File: config.mk
export PLATFORM = sky130hd
export DESIGN_NAME = mem_port_arbiter_flat
export DESIGN_NICKNAME = d
export VERILOG_FILES = /design/src/rtl/mem_port_arbiter_if.sv /design/src/rtl/mem_port_arbiter.sv /design/src/flat_wrapper.sv
export SDC_FILE = /design/constraint.sdc
export NUM_CORES = 1
export LEC_CHECK = 0
export ABC_AREA = 1
export CORE_AREA = 2 2 106 108
export DETAILED_ROUTE_END_ITERATION = 8
export DIE_AREA = 0 0 108 110
export HOLD_SLACK_MARGIN = 0.03
export PLACE_DENSITY_LB_ADDON = 0.2
export RECOVER_POWER = 50
export SETUP_SLACK_MARGIN = 0.3
export SLEW_MARGIN = 20
export SYNTH_ARGS = -nofsm -noshare
export SYNTH_HDL_FRONTEND = slang
export SYNTH_SLANG_ARGS = --single-unit
export TNS_END_PERCENT = 1
File: constraint.sdc
create_clock -name clk -period 2 [get_ports clk]
set_clock_uncertainty 0.2 [all_clocks]
set_input_delay 0.3 -clock clk [delete_from_list [all_inputs] [get_ports clk]]
set_output_delay 0.3 -clock clk [all_outputs]
set_load 0.005 [all_outputs]
File: src/rtl/mem_port_arbiter_if.sv
// rtl/mem_port_arbiter_if.sv - cache/memory bus bundle around the shared memory port arbiter
interface mem_port_arbiter_if #(
  parameter int CNT_W = 3
);
  logic             i_req;
  logic [31:0]      i_addr;
  logic             i_ack;
  logic [31:0]      i_rdata;
  logic             i_done;
  logic             d_req;
  logic             d_we;
  logic [31:0]      d_addr;
  logic [31:0]      d_wdata;
  logic             d_ack;
  logic [31:0]      d_rdata;
  logic             d_done;
  logic [CNT_W-1:0] beat;
  logic             mem_req;
  logic             mem_we;
  logic [31:0]      mem_addr;
  logic [31:0]      mem_wdata;
  logic             mem_ack;
  logic [31:0]      mem_rdata;
  logic             busy;

  // Arbiter side: takes cache requests and memory responses, drives everything else
  modport master (
    input  i_req, i_addr, d_req, d_we, d_addr, d_wdata, mem_ack, mem_rdata,
    output i_ack, i_rdata, i_done, d_ack, d_rdata, d_done, beat,
           mem_req, mem_we, mem_addr, mem_wdata, busy
  );

  // Environment side: the two caches plus the memory
  modport slave (
    output i_req, i_addr, d_req, d_we, d_addr, d_wdata, mem_ack, mem_rdata,
    input  i_ack, i_rdata, i_done, d_ack, d_rdata, d_done, beat,
           mem_req, mem_we, mem_addr, mem_wdata, busy
  );
endinterface

File: src/rtl/mem_port_arbiter.sv
// rtl/mem_port_arbiter.sv - round-robin ICache/DCache line burst arbiter for the main memory port
module mem_port_arbiter #(
  parameter int LINE_WORDS = 8,
  parameter int CNT_W      = 3
) (
  input  logic               clk,
  input  logic               rst,
  mem_port_arbiter_if.master bus
);

  localparam int              LSB       = CNT_W + 2;
  localparam logic [CNT_W-1:0] LAST_BEAT = CNT_W'(LINE_WORDS - 1);

  typedef enum logic [1:0] {
    IDLE,
    BURST,
    DONE
  } state_t;

  state_t             state_q, state_d;
  logic               owner_q;       // 0 = ICache, 1 = DCache
  logic               last_owner_q;
  logic               we_lat_q;
  logic [31:LSB]      base_q;
  logic [CNT_W-1:0]   cnt_q;
  logic               any_req;
  logic               pick_d;
  logic               unused_addr_bits;

  // Byte-within-line bits are dropped: bursts always start at the line base
  assign unused_addr_bits = ^{bus.i_addr[LSB-1:0], bus.d_addr[LSB-1:0]};

  // A tie goes to whoever did not win last time; DCache wins the first tie after reset
  assign any_req = bus.i_req | bus.d_req;
  assign pick_d  = bus.d_req & (~bus.i_req | ~last_owner_q);

  // State register
  always_ff @(posedge clk) begin
    if (rst) state_q <= IDLE;
    else     state_q <= state_d;
  end

  // Grant capture and beat counter; only IDLE looks at the requests
  always_ff @(posedge clk) begin
    if (rst) begin
      owner_q      <= 1'b0;
      last_owner_q <= 1'b0;
      we_lat_q     <= 1'b0;
      base_q       <= '0;
      cnt_q        <= '0;
    end else begin
      case (state_q)
        IDLE: begin
          if (any_req) begin
            owner_q      <= pick_d;
            last_owner_q <= pick_d;
            base_q       <= pick_d ? bus.d_addr[31:LSB] : bus.i_addr[31:LSB];
            we_lat_q     <= pick_d & bus.d_we;
            cnt_q        <= '0;
          end
        end
        BURST: begin
          if (bus.mem_ack) cnt_q <= cnt_q + 1'b1;
        end
        default: ;
      endcase
    end
  end

  // Next state and all outputs; everything is zero outside the states that drive it
  always_comb begin
    state_d       = state_q;
    bus.i_ack     = 1'b0;
    bus.i_rdata   = '0;
    bus.i_done    = 1'b0;
    bus.d_ack     = 1'b0;
    bus.d_rdata   = '0;
    bus.d_done    = 1'b0;
    bus.beat      = '0;
    bus.mem_req   = 1'b0;
    bus.mem_we    = 1'b0;
    bus.mem_addr  = '0;
    bus.mem_wdata = '0;
    bus.busy      = 1'b0;
    case (state_q)
      IDLE: begin
        if (any_req) state_d = BURST;
      end
      BURST: begin
        bus.busy      = 1'b1;
        bus.mem_req   = 1'b1;
        bus.mem_we    = we_lat_q;
        bus.mem_addr  = {base_q, cnt_q, 2'b00};
        bus.beat      = cnt_q;
        bus.mem_wdata = (owner_q && we_lat_q) ? bus.d_wdata : 32'd0;
        if (bus.mem_ack) begin
          if (owner_q) begin
            bus.d_ack   = 1'b1;
            bus.d_rdata = bus.mem_rdata;
          end else begin
            bus.i_ack   = 1'b1;
            bus.i_rdata = bus.mem_rdata;
          end
          if (cnt_q == LAST_BEAT) state_d = DONE;
        end
      end
      DONE: begin
        bus.busy   = 1'b1;
        bus.d_done = owner_q;
        bus.i_done = ~owner_q;
        state_d    = IDLE;
      end
      default: state_d = IDLE;
    endcase
  end

endmodule

File: src/flat_wrapper.sv
// flat-port wrapper written by rule: the top's interface ports become plain ports
module mem_port_arbiter_flat 
#(
  parameter int LINE_WORDS = 8,
  parameter int CNT_W      = 3
)
  (clk, rst, bus_i_req, bus_i_addr, bus_d_req, bus_d_we, bus_d_addr, bus_d_wdata, bus_mem_ack, bus_mem_rdata, bus_i_ack, bus_i_rdata, bus_i_done, bus_d_ack, bus_d_rdata, bus_d_done, bus_beat, bus_mem_req, bus_mem_we, bus_mem_addr, bus_mem_wdata, bus_busy);
  mem_port_arbiter_if #(.CNT_W(CNT_W)) bus_i ();
  input  logic clk;
  input  logic rst;
  input wire logic [$bits(bus_i.i_req)-1:0] bus_i_req;
  input wire logic [$bits(bus_i.i_addr)-1:0] bus_i_addr;
  input wire logic [$bits(bus_i.d_req)-1:0] bus_d_req;
  input wire logic [$bits(bus_i.d_we)-1:0] bus_d_we;
  input wire logic [$bits(bus_i.d_addr)-1:0] bus_d_addr;
  input wire logic [$bits(bus_i.d_wdata)-1:0] bus_d_wdata;
  input wire logic [$bits(bus_i.mem_ack)-1:0] bus_mem_ack;
  input wire logic [$bits(bus_i.mem_rdata)-1:0] bus_mem_rdata;
  output wire logic [$bits(bus_i.i_ack)-1:0] bus_i_ack;
  output wire logic [$bits(bus_i.i_rdata)-1:0] bus_i_rdata;
  output wire logic [$bits(bus_i.i_done)-1:0] bus_i_done;
  output wire logic [$bits(bus_i.d_ack)-1:0] bus_d_ack;
  output wire logic [$bits(bus_i.d_rdata)-1:0] bus_d_rdata;
  output wire logic [$bits(bus_i.d_done)-1:0] bus_d_done;
  output wire logic [$bits(bus_i.beat)-1:0] bus_beat;
  output wire logic [$bits(bus_i.mem_req)-1:0] bus_mem_req;
  output wire logic [$bits(bus_i.mem_we)-1:0] bus_mem_we;
  output wire logic [$bits(bus_i.mem_addr)-1:0] bus_mem_addr;
  output wire logic [$bits(bus_i.mem_wdata)-1:0] bus_mem_wdata;
  output wire logic [$bits(bus_i.busy)-1:0] bus_busy;
  assign bus_i.i_req = bus_i_req;
  assign bus_i.i_addr = bus_i_addr;
  assign bus_i.d_req = bus_d_req;
  assign bus_i.d_we = bus_d_we;
  assign bus_i.d_addr = bus_d_addr;
  assign bus_i.d_wdata = bus_d_wdata;
  assign bus_i.mem_ack = bus_mem_ack;
  assign bus_i.mem_rdata = bus_mem_rdata;
  assign bus_i_ack = bus_i.i_ack;
  assign bus_i_rdata = bus_i.i_rdata;
  assign bus_i_done = bus_i.i_done;
  assign bus_d_ack = bus_i.d_ack;
  assign bus_d_rdata = bus_i.d_rdata;
  assign bus_d_done = bus_i.d_done;
  assign bus_beat = bus_i.beat;
  assign bus_mem_req = bus_i.mem_req;
  assign bus_mem_we = bus_i.mem_we;
  assign bus_mem_addr = bus_i.mem_addr;
  assign bus_mem_wdata = bus_i.mem_wdata;
  assign bus_busy = bus_i.busy;
  mem_port_arbiter #(.LINE_WORDS(LINE_WORDS), .CNT_W(CNT_W)) u_core (.clk(clk), .rst(rst), .bus(bus_i));
endmodule
=== Yosys cells after proc, flatten, opt, wreduce, memory -nomap -nowiden ===
Index checks and enable logic that the tools add are counted.

* Register bits: 34
* Output and inout bits: 138
* Logic and storage cells: 54

* Add/subtract/negate cells: 1
* Equal/unequal tests: 6
* Mux-type cells: 29
* Bitwise logic cells: 6
* Reduce and logical (&&, ||, !) cells: 7

{| class="wikitable"
|+ Operators with widths
! kind !! count
|-
| $mux W32 || 9
|-
| $mux W27 || 1
|-
| $mux W1 || 11
|-
| $mux W3 || 3
|-
| $mux W2 || 3
|-
| $pmux W3 S2 || 1
|-
| $reduce_and A3 Y1 || 2
|-
| $ne A2 B1 Y1 const B || 2
|-
| $pmux W2 S2 || 1
|-
| $add A3 B1 Y3 const B || 1
|-
| $eq A3 B3 Y1 const B || 1
|-
| $and A1 B1 Y1 || 2
|-
| $eq A2 B1 Y1 const B || 1
|-
| $eq A2 B2 Y1 const B || 1
|-
| $logic_not A2 Y1 || 1
|-
| $ne A2 B2 Y1 const B || 1
|-
| $not A1 Y1 || 2
|-
| $or A1 B1 Y1 || 2
|-
| $reduce_and A2 Y1 || 1
|-
| $reduce_bool A2 Y1 || 1
|-
| $reduce_or A2 Y1 || 1
|-
| $logic_and A1 B1 Y1 || 1
|}

=== Logic depth before layout (Yosys ltp) ===
Gate-level depths: netlist of run 1.

* Depth after elaboration: 4
* Depth in mapped cells: 10
* Mapped depth without buffers: 9

=== Worst setup path before layout of run 1 ===
OpenSTA, ideal clock, no wires.

* Kind: flip-flop to output port
* Start point: reg u_core.state_q[1]
* End point: out bus_d_rdata[10]
* Data arrival time: 1.278 ns
* Data required time: 1.500 ns
* Setup slack: 0.222 ns
* Stages on the path, launching flop included: 9
* Buffers on the path: 2
* Cells stage by stage: dfxtp_1 > inv_1 > ha_1 > buf_4 > nand2_1 > nor2_1 > inv_2 > buf_2 > nor2_1

* Longest elaborated chain between the ends: 2

{| class="wikitable"
|+ RTL lines
! item !! RTL line !! source
|-
| from (decl) || mem_port_arbiter.sv:20 || <nowiki>state_t state_q, state_d;</nowiki>
|-
| from (signal assigned) || mem_port_arbiter.sv:40 || <nowiki>else state_q <= state_d;</nowiki>
|-
| $eq A2 B1 Y1 || mem_port_arbiter.sv:85 || <nowiki>case (state_q)</nowiki>
|-
| $mux W32 || mem_port_arbiter.sv:85 ||
|-
| to (decl) || flat_wrapper.sv:23 || <nowiki>output wire logic [$bits(bus_i.d_rdata)-1:0] bus_d_rdata;</nowiki>
|}

No other way between the ends.

=== Worst setup path in the final report of run 1 ===
* Start point: reg u_core.state_q[1]
* End point: out bus_i_rdata[17]

* Longest elaborated chain between the ends: 2

{| class="wikitable"
|+ RTL lines
! item !! RTL line !! source
|-
| $eq A2 B1 Y1 || mem_port_arbiter.sv:85 ||
|-
| $mux W32 || mem_port_arbiter.sv:85 ||
|-
| to (decl) || flat_wrapper.sv:20 || <nowiki>output wire logic [$bits(bus_i.i_rdata)-1:0] bus_i_rdata;</nowiki>
|}

No other way between the ends.

==> results of run 1 <==
-- cells in the final DEF, fill, tap and decap left out, drive strengths merged --
| master | synthesis | routed |
|---|---|---|
| nor2 | 187 | 187 |
| buf | 22 | 149 |
| nand2 | 141 | 141 |
| clkdlybuf4s50 | 0 | 122 |
| inv | 103 | 105 |
| dfxtp | 34 | 34 |
| o21ai | 27 | 27 |
| clkdlybuf4s15 | 0 | 15 |
| clkbuf | 14 | 10 |
| a21oi | 6 | 6 |
| ha | 5 | 5 |
| nand3 | 2 | 2 |
| conb | 1 | 2 |
| bufinv | 0 | 2 |
| nand3b | 1 | 1 |
| nand4 | 1 | 1 |
| clkinv | 0 | 1 |
| bufbuf | 0 | 1 |
| dlygate4sd2 | 0 | 1 |
-- area by class of cell --
cell class | count | area (um^2)
Tap cell | 140 | 175
Inverter | 103 | 397
Fill cell | 1097 | 4990
Sequential cell | 34 | 686
Multi-Input combinational cell | 372 | 1800
Timing Repair Buffer | 293 | 2500
Clock inverter | 3 | 68.8
Timing Repair inverter | 2 | 20.0
Clock buffer | 5 | 68.8
-- final timing paths --
check	endpoint	slack, ns	depth (start not counted)	startpoint
setup / recovery	bus_i_rdata[17]	-0.09	9	u_core.state_q[1]$_SDFFE_PP0P_
hold / removal	u_core.cnt_q[1]$_SDFFE_PP0P_	0.32	2	u_core.cnt_q[1]$_SDFFE_PP0P_
hold reg to reg	u_core.cnt_q[1]$_SDFFE_PP0P_	0.32	2	u_core.cnt_q[1]$_SDFFE_PP0P_
setup reg to reg	u_core.base_q[17]$_SDFFE_PP0P_	0.03	9	u_core.state_q[0]$_SDFFE_PP0P_
-- per-layer routing --
| metal | up-vias | wire length [um] | track usage, % |
|---|---|---|---|
| met5 | - | 0 | 0 |
| met4 | 0 | 282 | 5.77 |
| met3 | 17 | 1130 | 4.94 |
| met2 | 162 | 6490 | 38.3 |
| met1 | 1788 | 4700 | 21.5 |
| li1 | 2077 | - | - |
-- synth_stat cells (all sizes together) --
| cell type | number | area, um^2 |
|---|---|---|
| a21oi | 6 | 30.0 |
| buf | 22 | 180 |
| clkbuf | 14 | 53.8 |
| conb | 1 | 3.75 |
| dfxtp | 34 | 681 |
| ha | 5 | 62.6 |
| inv | 103 | 387 |
| nand2 | 141 | 539 |
| nand3 | 2 | 10.0 |
| nand3b | 1 | 7.51 |
| nand4 | 1 | 6.26 |
| nor2 | 187 | 707 |
| o21ai | 27 | 135 |
-- power by group through the flow --
stage,registers (uW),clock network (uW),logic (uW)
3_3_place_gp,898,0,1450
5_1_grt,931,813,1730
2_1_floorplan,889,0,777
6_report,916,757,1560
3_5_place_dp,906,0,1470
4_1_cts,901,783,1550
-- cells by family (layout without fill, tap and decap cells) --
kind of cell	after synthesis	in the layout
compound gates	33	33
fa+ha+maj	5	5
buf+inv	139	406
flops	34	34
other cells	1	2
simple gates	332	332
-- through the flow --
stage	instance area, um^2	cells	hold slack, ns	power, uW
after global placement	5680	928	0.291	2350
final	5710	952	0.320	3230
after detailed placement	5680	928	0.299	2380
after global routing	5710	952	0.364	3470
after CTS	5680	951	0.330	3230
after floorplan	2910	545	0.169	1670
-- worst register-to-register path, cell delays in order, from the launching register on --
cell and delay [ns]:
dfxtp_4 0.36, buf_4 0.14, inv_2 0.07, ha_2 0.23, inv_1 0.05, nor2_1 0.14
clkbuf_2 0.39, nand2_1 0.11, nor2_1 0.14, nor2_1 0.05
-- flip-flops by register name, indices dropped and copies added, names as in the netlist --
register and flops:
u_core.base_q 27, u_core.cnt_q 3, u_core.owner_q 1, u_core.state_q 2, u_core.we_lat_q 1
-- what timing repair did --
action	CTS	global route
endpoints found under the setup margin	168	166
gates cloned	5	0
setup buffers	10	1
gates resized for setup	525	110
pin swaps	10	23
==> run_results.csv, run 1 <==
group,metric,value,unit
pwr,ir_worst_vdd,413,uV
critical_path,crit_slowest_cell,"dfxtp_2",
sta,rsz0062_at_grt,"true",
pwr,p_seq_share,28.3,%
final_layout,nNetsFinal,950,
min_path,worstHoldPathType,"reg2reg",
grt,antenna_found_initial,1,
sta,hold_viol,0,
logic_synthesis,synth_cells,544,
pwr,p_sw_share,35.0,%
flow_run,drv_cap,0,
grt,grt_max_degree,35,
critical_path,critPathBufInv,5,
sta,maxSlewViolCount,0,
pwr,power_density,566,mW/mm^2
logic_synthesis,synth_xor_area_share,0,%
sta,setup_viol,22,
final_layout,area.growth.synth_to_final,104,%
final_layout,final_util,53.4,%
floorplanning,coreArea,0.0107,mm^2
final_layout,n_antenna_cell,0,
logic_synthesis,synth_top_family_by_area,"simple AND/OR/NAND/NOR gates",
critical_path,crit_path_start_kind,"flip-flop",
pwr,power_frac_comb,48.2,%
logic_synthesis,yosys_warnings,0,
logic_synthesis,yosys.area_share.simple,45.3,%
logic_synthesis,synth_compound_area_share,5.89,%
critical_path,cp_top_family,"buffers and inverters",
critical_path,cp_cell_sequence,"inv_2 > ha_4 > nand2_4 > nor2_4 > inv_4 > buf_16 > buf_12 > nor2_4 > buf_2",
cts,h-tree-depth,2,
logic_synthesis,synthMuxAreaShare,0,%
cts,clockBufferDepth,2,
pwr,switching_power,1130,uW
placed_design,dp_hpwl,9520,um
cts,hold_buffers,0,
grt,grt_pass1_vias,3753,
routing,wire_per_inst,13.2,um
critical_path,required,1.50,ns
sta,fin_crit_sh,104,%
critical_path,crit_top_cell,"nor2_4",
status,violations,"negative setup slack",
pwr,p_clk_share,23.4,%
routing,wirelength,12600,um
floorplanning,fp-row-count,38,
sta,finalCriticalPeriod,2.09,ns
sta,worst_slack,-0.0852,ns
floorplanning,die_area,0.0119,mm^2
floorplanning,pin_count,272,
critical_path,cpPeakStageDelay,0.33,ns
logic_synthesis,synth_area,0.00280,mm^2
sta,fin_setup_tns,-1.06,ns
cts,cts.sinks,34,
critical_path,worst-path-max-fanout,7,
routing,vias,4044,
grt,grt_overflow_total,0,
cts,cts_buffers,5,
status,outcome,"finished, violations left",
grt,grt_pass1_wl,18700,um
logic_synthesis,synth-seq-cells,34,
routing,drc,0,
logic_synthesis,synth.distinct_cells,21,
cts,clock-root-buffer,"clkbuf_8",
pwr,intPower,2100,uW
routing,drtIter0Drc,193,
critical_path,crit_type,"reg2out",
logic_synthesis,syn_area_per_cell,5.15,um^2
critical_path,critical_path_arrival,1.59,ns
routing,viasPerCell,4.25,
logic_synthesis,synth_adder_area_share,2.23,%
pwr,p_leak,0.00319,uW
logic_synthesis,synth.yosys.seq_area_share,24.3,%
cts,cts_tree,"done",
floorplanning,start_util,26.2,%
cts,clk_latency,0.28,ns
placed_design,dpl_worst_slack,-0.451,ns
final_layout,drive_gt1_share,35.7,%
cts,clkTransAtPathRegs,0.07,ns
placed_design,port_buffers,259,
placed_design,gp_routability_congestion,0.879,
floorplanning,die_h,110,um
floorplanning,fp.dieW,108,um
routing,antenna_left,0,
routing,dr.pass1.iters,4,
sta,fmax,480,MHz
critical_path,crit_path_end_kind,"primary output",
grt,track_usage,19.9,%
(Power assumes the default switching activity.)
==> run 2: changes to the inputs <==
--- a/config.mk
+++ b/config.mk
@@ -9,10 +9,12 @@
 export CORE_AREA = 2 2 106 108
 export DETAILED_ROUTE_END_ITERATION = 8
 export DIE_AREA = 0 0 108 110
+export GPL_ROUTABILITY_DRIVEN = 0
 export HOLD_SLACK_MARGIN = 0.03
-export PLACE_DENSITY_LB_ADDON = 0.2
+export PLACE_DENSITY = 0.72
 export RECOVER_POWER = 50
 export SETUP_SLACK_MARGIN = 0.3
+export SKIP_CTS_REPAIR_TIMING = 1
 export SLEW_MARGIN = 20
 export SYNTH_ARGS = -nofsm -noshare
 export SYNTH_HDL_FRONTEND = slang
==> run 2 against run 1 <==
Against the previous run:
- the run still ends with negative setup slack left
- die area did not move
- setup slack got worse by 0.074 ns
- wire length is 7.0% higher
- global-route usage fell by 2.5 points
- first-iteration DRC count rose by 15%
- via count is 3.3% higher
- sequential power barely moved
- critical path depth is the same
- sequential share of layout area fell by 0.59 points
- utilization is 2.6 points higher
- clock-buffer cell count rose by 1
- critical path type unchanged
==> run_results.csv, run 2 (synthesized netlist as in run 1, its figures left out) <==
group,metric,value,unit
pwr,power_density,552,mW/mm^2
cts,clockBufferDepth,2,
grt,grt_pass1_wl,16600,um
critical_path,critPathBufInv,5,
pwr,p_leak,0.00340,uW
sta,finalCriticalPeriod,2.16,ns
critical_path,worst-r2r-cell-count,9,
final_layout,reg_top3,"u_core.base_q (27), u_core.cnt_q (3), u_core.state_q (2)",
critical_path,crit_path_end_kind,"primary output",
final_layout,top_register,"u_core.base_q",
sta,fmax,463,MHz
final_layout,nNetsFinal,966,
critical_path,crit_type,"reg2out",
routing,drc,0,
status,outcome,"finished, violations left",
cts,h-tree-depth,2,
final_layout,finalNonFillerCells,968,
cts,cts.sinks,34,
sta,fin_crit_sh,108,%
critical_path,crit_slowest_cell,"dfxtp_2",
cts,clock-root-buffer,"clkbuf_8",
critical_path,required,1.50,ns
status,violations,"negative setup slack",
floorplanning,start_util,26.2,%
min_path,worstHoldPathType,"reg2reg",
grt,grt_max_degree,55,
critical_path,cp_top_family,"buffers and inverters",
critical_path,worst-path-max-fanout,6,
sta,setup_viol,107,
flow_run,drv_cap,0,
cts,cts_buffers,5,
routing,drtIter0Drc,221,
final_layout,fill_cells,1049,
placed_design,dp_hpwl,9450,um
final_layout,area.growth.synth_to_final,114,%
sta,maxSlewViolCount,0,
routing,antenna_left,0,
grt,antenna_found_initial,3,
placed_design,port_buffers,259,
floorplanning,fp.dieW,108,um
pwr,ir_worst_vdd,285,uV
sta,rsz0062_at_grt,"true",
floorplanning,fp-row-count,38,
critical_path,rr_startpoint,"u_core.state_q[0]$_SDFFE_PP0P_",
critical_path,cpPeakStageDelay,0.33,ns
routing,wirelength,13500,um
min_path,hp-start,"u_core.base_q[30]$_SDFFE_PP0P_",
critical_path,crit_path_start_kind,"flip-flop",
min_path,holdPathStages,2,
floorplanning,die_area,0.0119,mm^2
min_path,whs_endpoint,"u_core.base_q[30]$_SDFFE_PP0P_",
sta,hold_viol,0,
sta,worst_slack,-0.159,ns
routing,dr.pass1.iters,4,
final_layout,final_common_cell,"clkdlybuf4s50_1",
grt,grt_pass1_vias,3434,
routing,viasPerCell,4.32,
critical_path,rrSetupSlack,-0.12,ns
grt,track_usage,17.5,%
floorplanning,pin_count,272,
floorplanning,die_h,110,um
final_layout,mostFrequentLayoutCells,"clkdlybuf4s50_1, nor2_1, nand2_1, inv_1, buf_2",
grt,grt_overflow_total,0,
critical_path,r2r_end,"u_core.base_q[17]$_SDFFE_PP0P_",
routing,wire_per_inst,13.9,um
cts,cts_tree,"done",
cts,clk_latency,0.28,ns
critical_path,cp_cell_sequence,"inv_2 > ha_4 > nand2_4 > nor2_4 > inv_4 > buf_8 > buf_6 > nor2_4 > buf_6",
critical_path,critical_path_arrival,1.66,ns
final_layout,largest_reg_flops,27,
pwr,total_power,3310,uW
final_layout,drive_gt1_share,40.2,%
floorplanning,coreArea,0.0107,mm^2
cts,clkTransAtPathRegs,0.07,ns
critical_path,crit_cells,9,
placed_design,dp.cells,925,
routing,vias,4179,
-- run 2: cell types whose count changed in the layout (fill, tap and decap cells not counted), moves of 5 or more --
cell | previous run | this run
dlymetal6s2s_1 | 0 | 9
buf_6 | 13 | 20
nand2_2 | 16 | 24
nor2_4 | 4 | 9
o21ai_0 | 23 | 10
nor2_2 | 66 | 73
nand2_1 | 119 | 97
buf_2 | 110 | 80
o21ai_1 | 4 | 17
nor2_1 | 117 | 105
nand2_4 | 6 | 20
buf_4 | 15 | 24
clkdlybuf4s15_2 | 15 | 0
clkbuf_2 | 4 | 38
-- run 2: worst register-to-register path: cells and delay by family, from the launching register on --
kind                     cells  cell delay, ns
adder cells (fa/ha/maj)      1            0.27
buffers and inverters        4            0.60
flip-flops                   1            0.34
AND/OR/NAND/NOR              4            0.60
-- run 2: metrics by stage --
stage                     util, %  area [um^2]  hold slack, ns  setup WS [ns]  setup TNS [ns]
final                        56.0         5990           0.316         -0.159           -7.62
after global routing         56.0         5990           0.347         -0.238          -17.84
after CTS                    53.5         5730           0.324         -0.550          -56.19
after detailed placement     52.7         5640           0.311         -0.469          -29.61
after global placement       52.7         5640           0.297         -0.391          -26.11
after floorplan                 -         2910           0.169          0.275               0
-- run 2: worst max-delay path by stage --
stage,start,to,slack [ns]
final,u_core.state_q[1]$_SDFFE_PP0P_,bus_i_rdata[23],-0.16
after global routing,u_core.state_q[1]$_SDFFE_PP0P_,bus_i_rdata[23],-0.24
after CTS,u_core.state_q[1]$_SDFFE_PP0P_,bus_d_rdata[9],-0.55
after detailed placement,bus_mem_ack,bus_d_rdata[9],-0.47
after global placement,bus_mem_ack,bus_i_rdata[23],-0.39
after floorplan,u_core.state_q[1]$_SDFFE_PP0P_,bus_i_rdata[10],0.28
-- run 2: routing by layer --
layer	wire (um)	up-vias	track usage (%)
met4	232	2	5.13
met2	7280	156	32.7
met5	17	-	0
met3	905	12	4.23
met1	5050	1901	19.6
li1	-	2108	-
-- run 2: cell type report --
cell class | instances | area, um^2 | area share (%)
Antenna cell | 2 | 5.00 | 0.0835
Timing Repair inverter | 2 | 20.0 | 0.334
Sequential cell | 34 | 684 | 11.4
Multi-Input combinational cell | 372 | 1980 | 33.0
Inverter | 103 | 407 | 6.78
Tap cell | 140 | 175 | 2.92
Clock buffer | 6 | 82.6 | 1.38
Timing Repair Buffer | 309 | 2650 | 44.1
-- run 2: report_power, final --
part	switching (uW)	internal, uW
sequential	92.6	820
clock	236	266
combinational	935	962
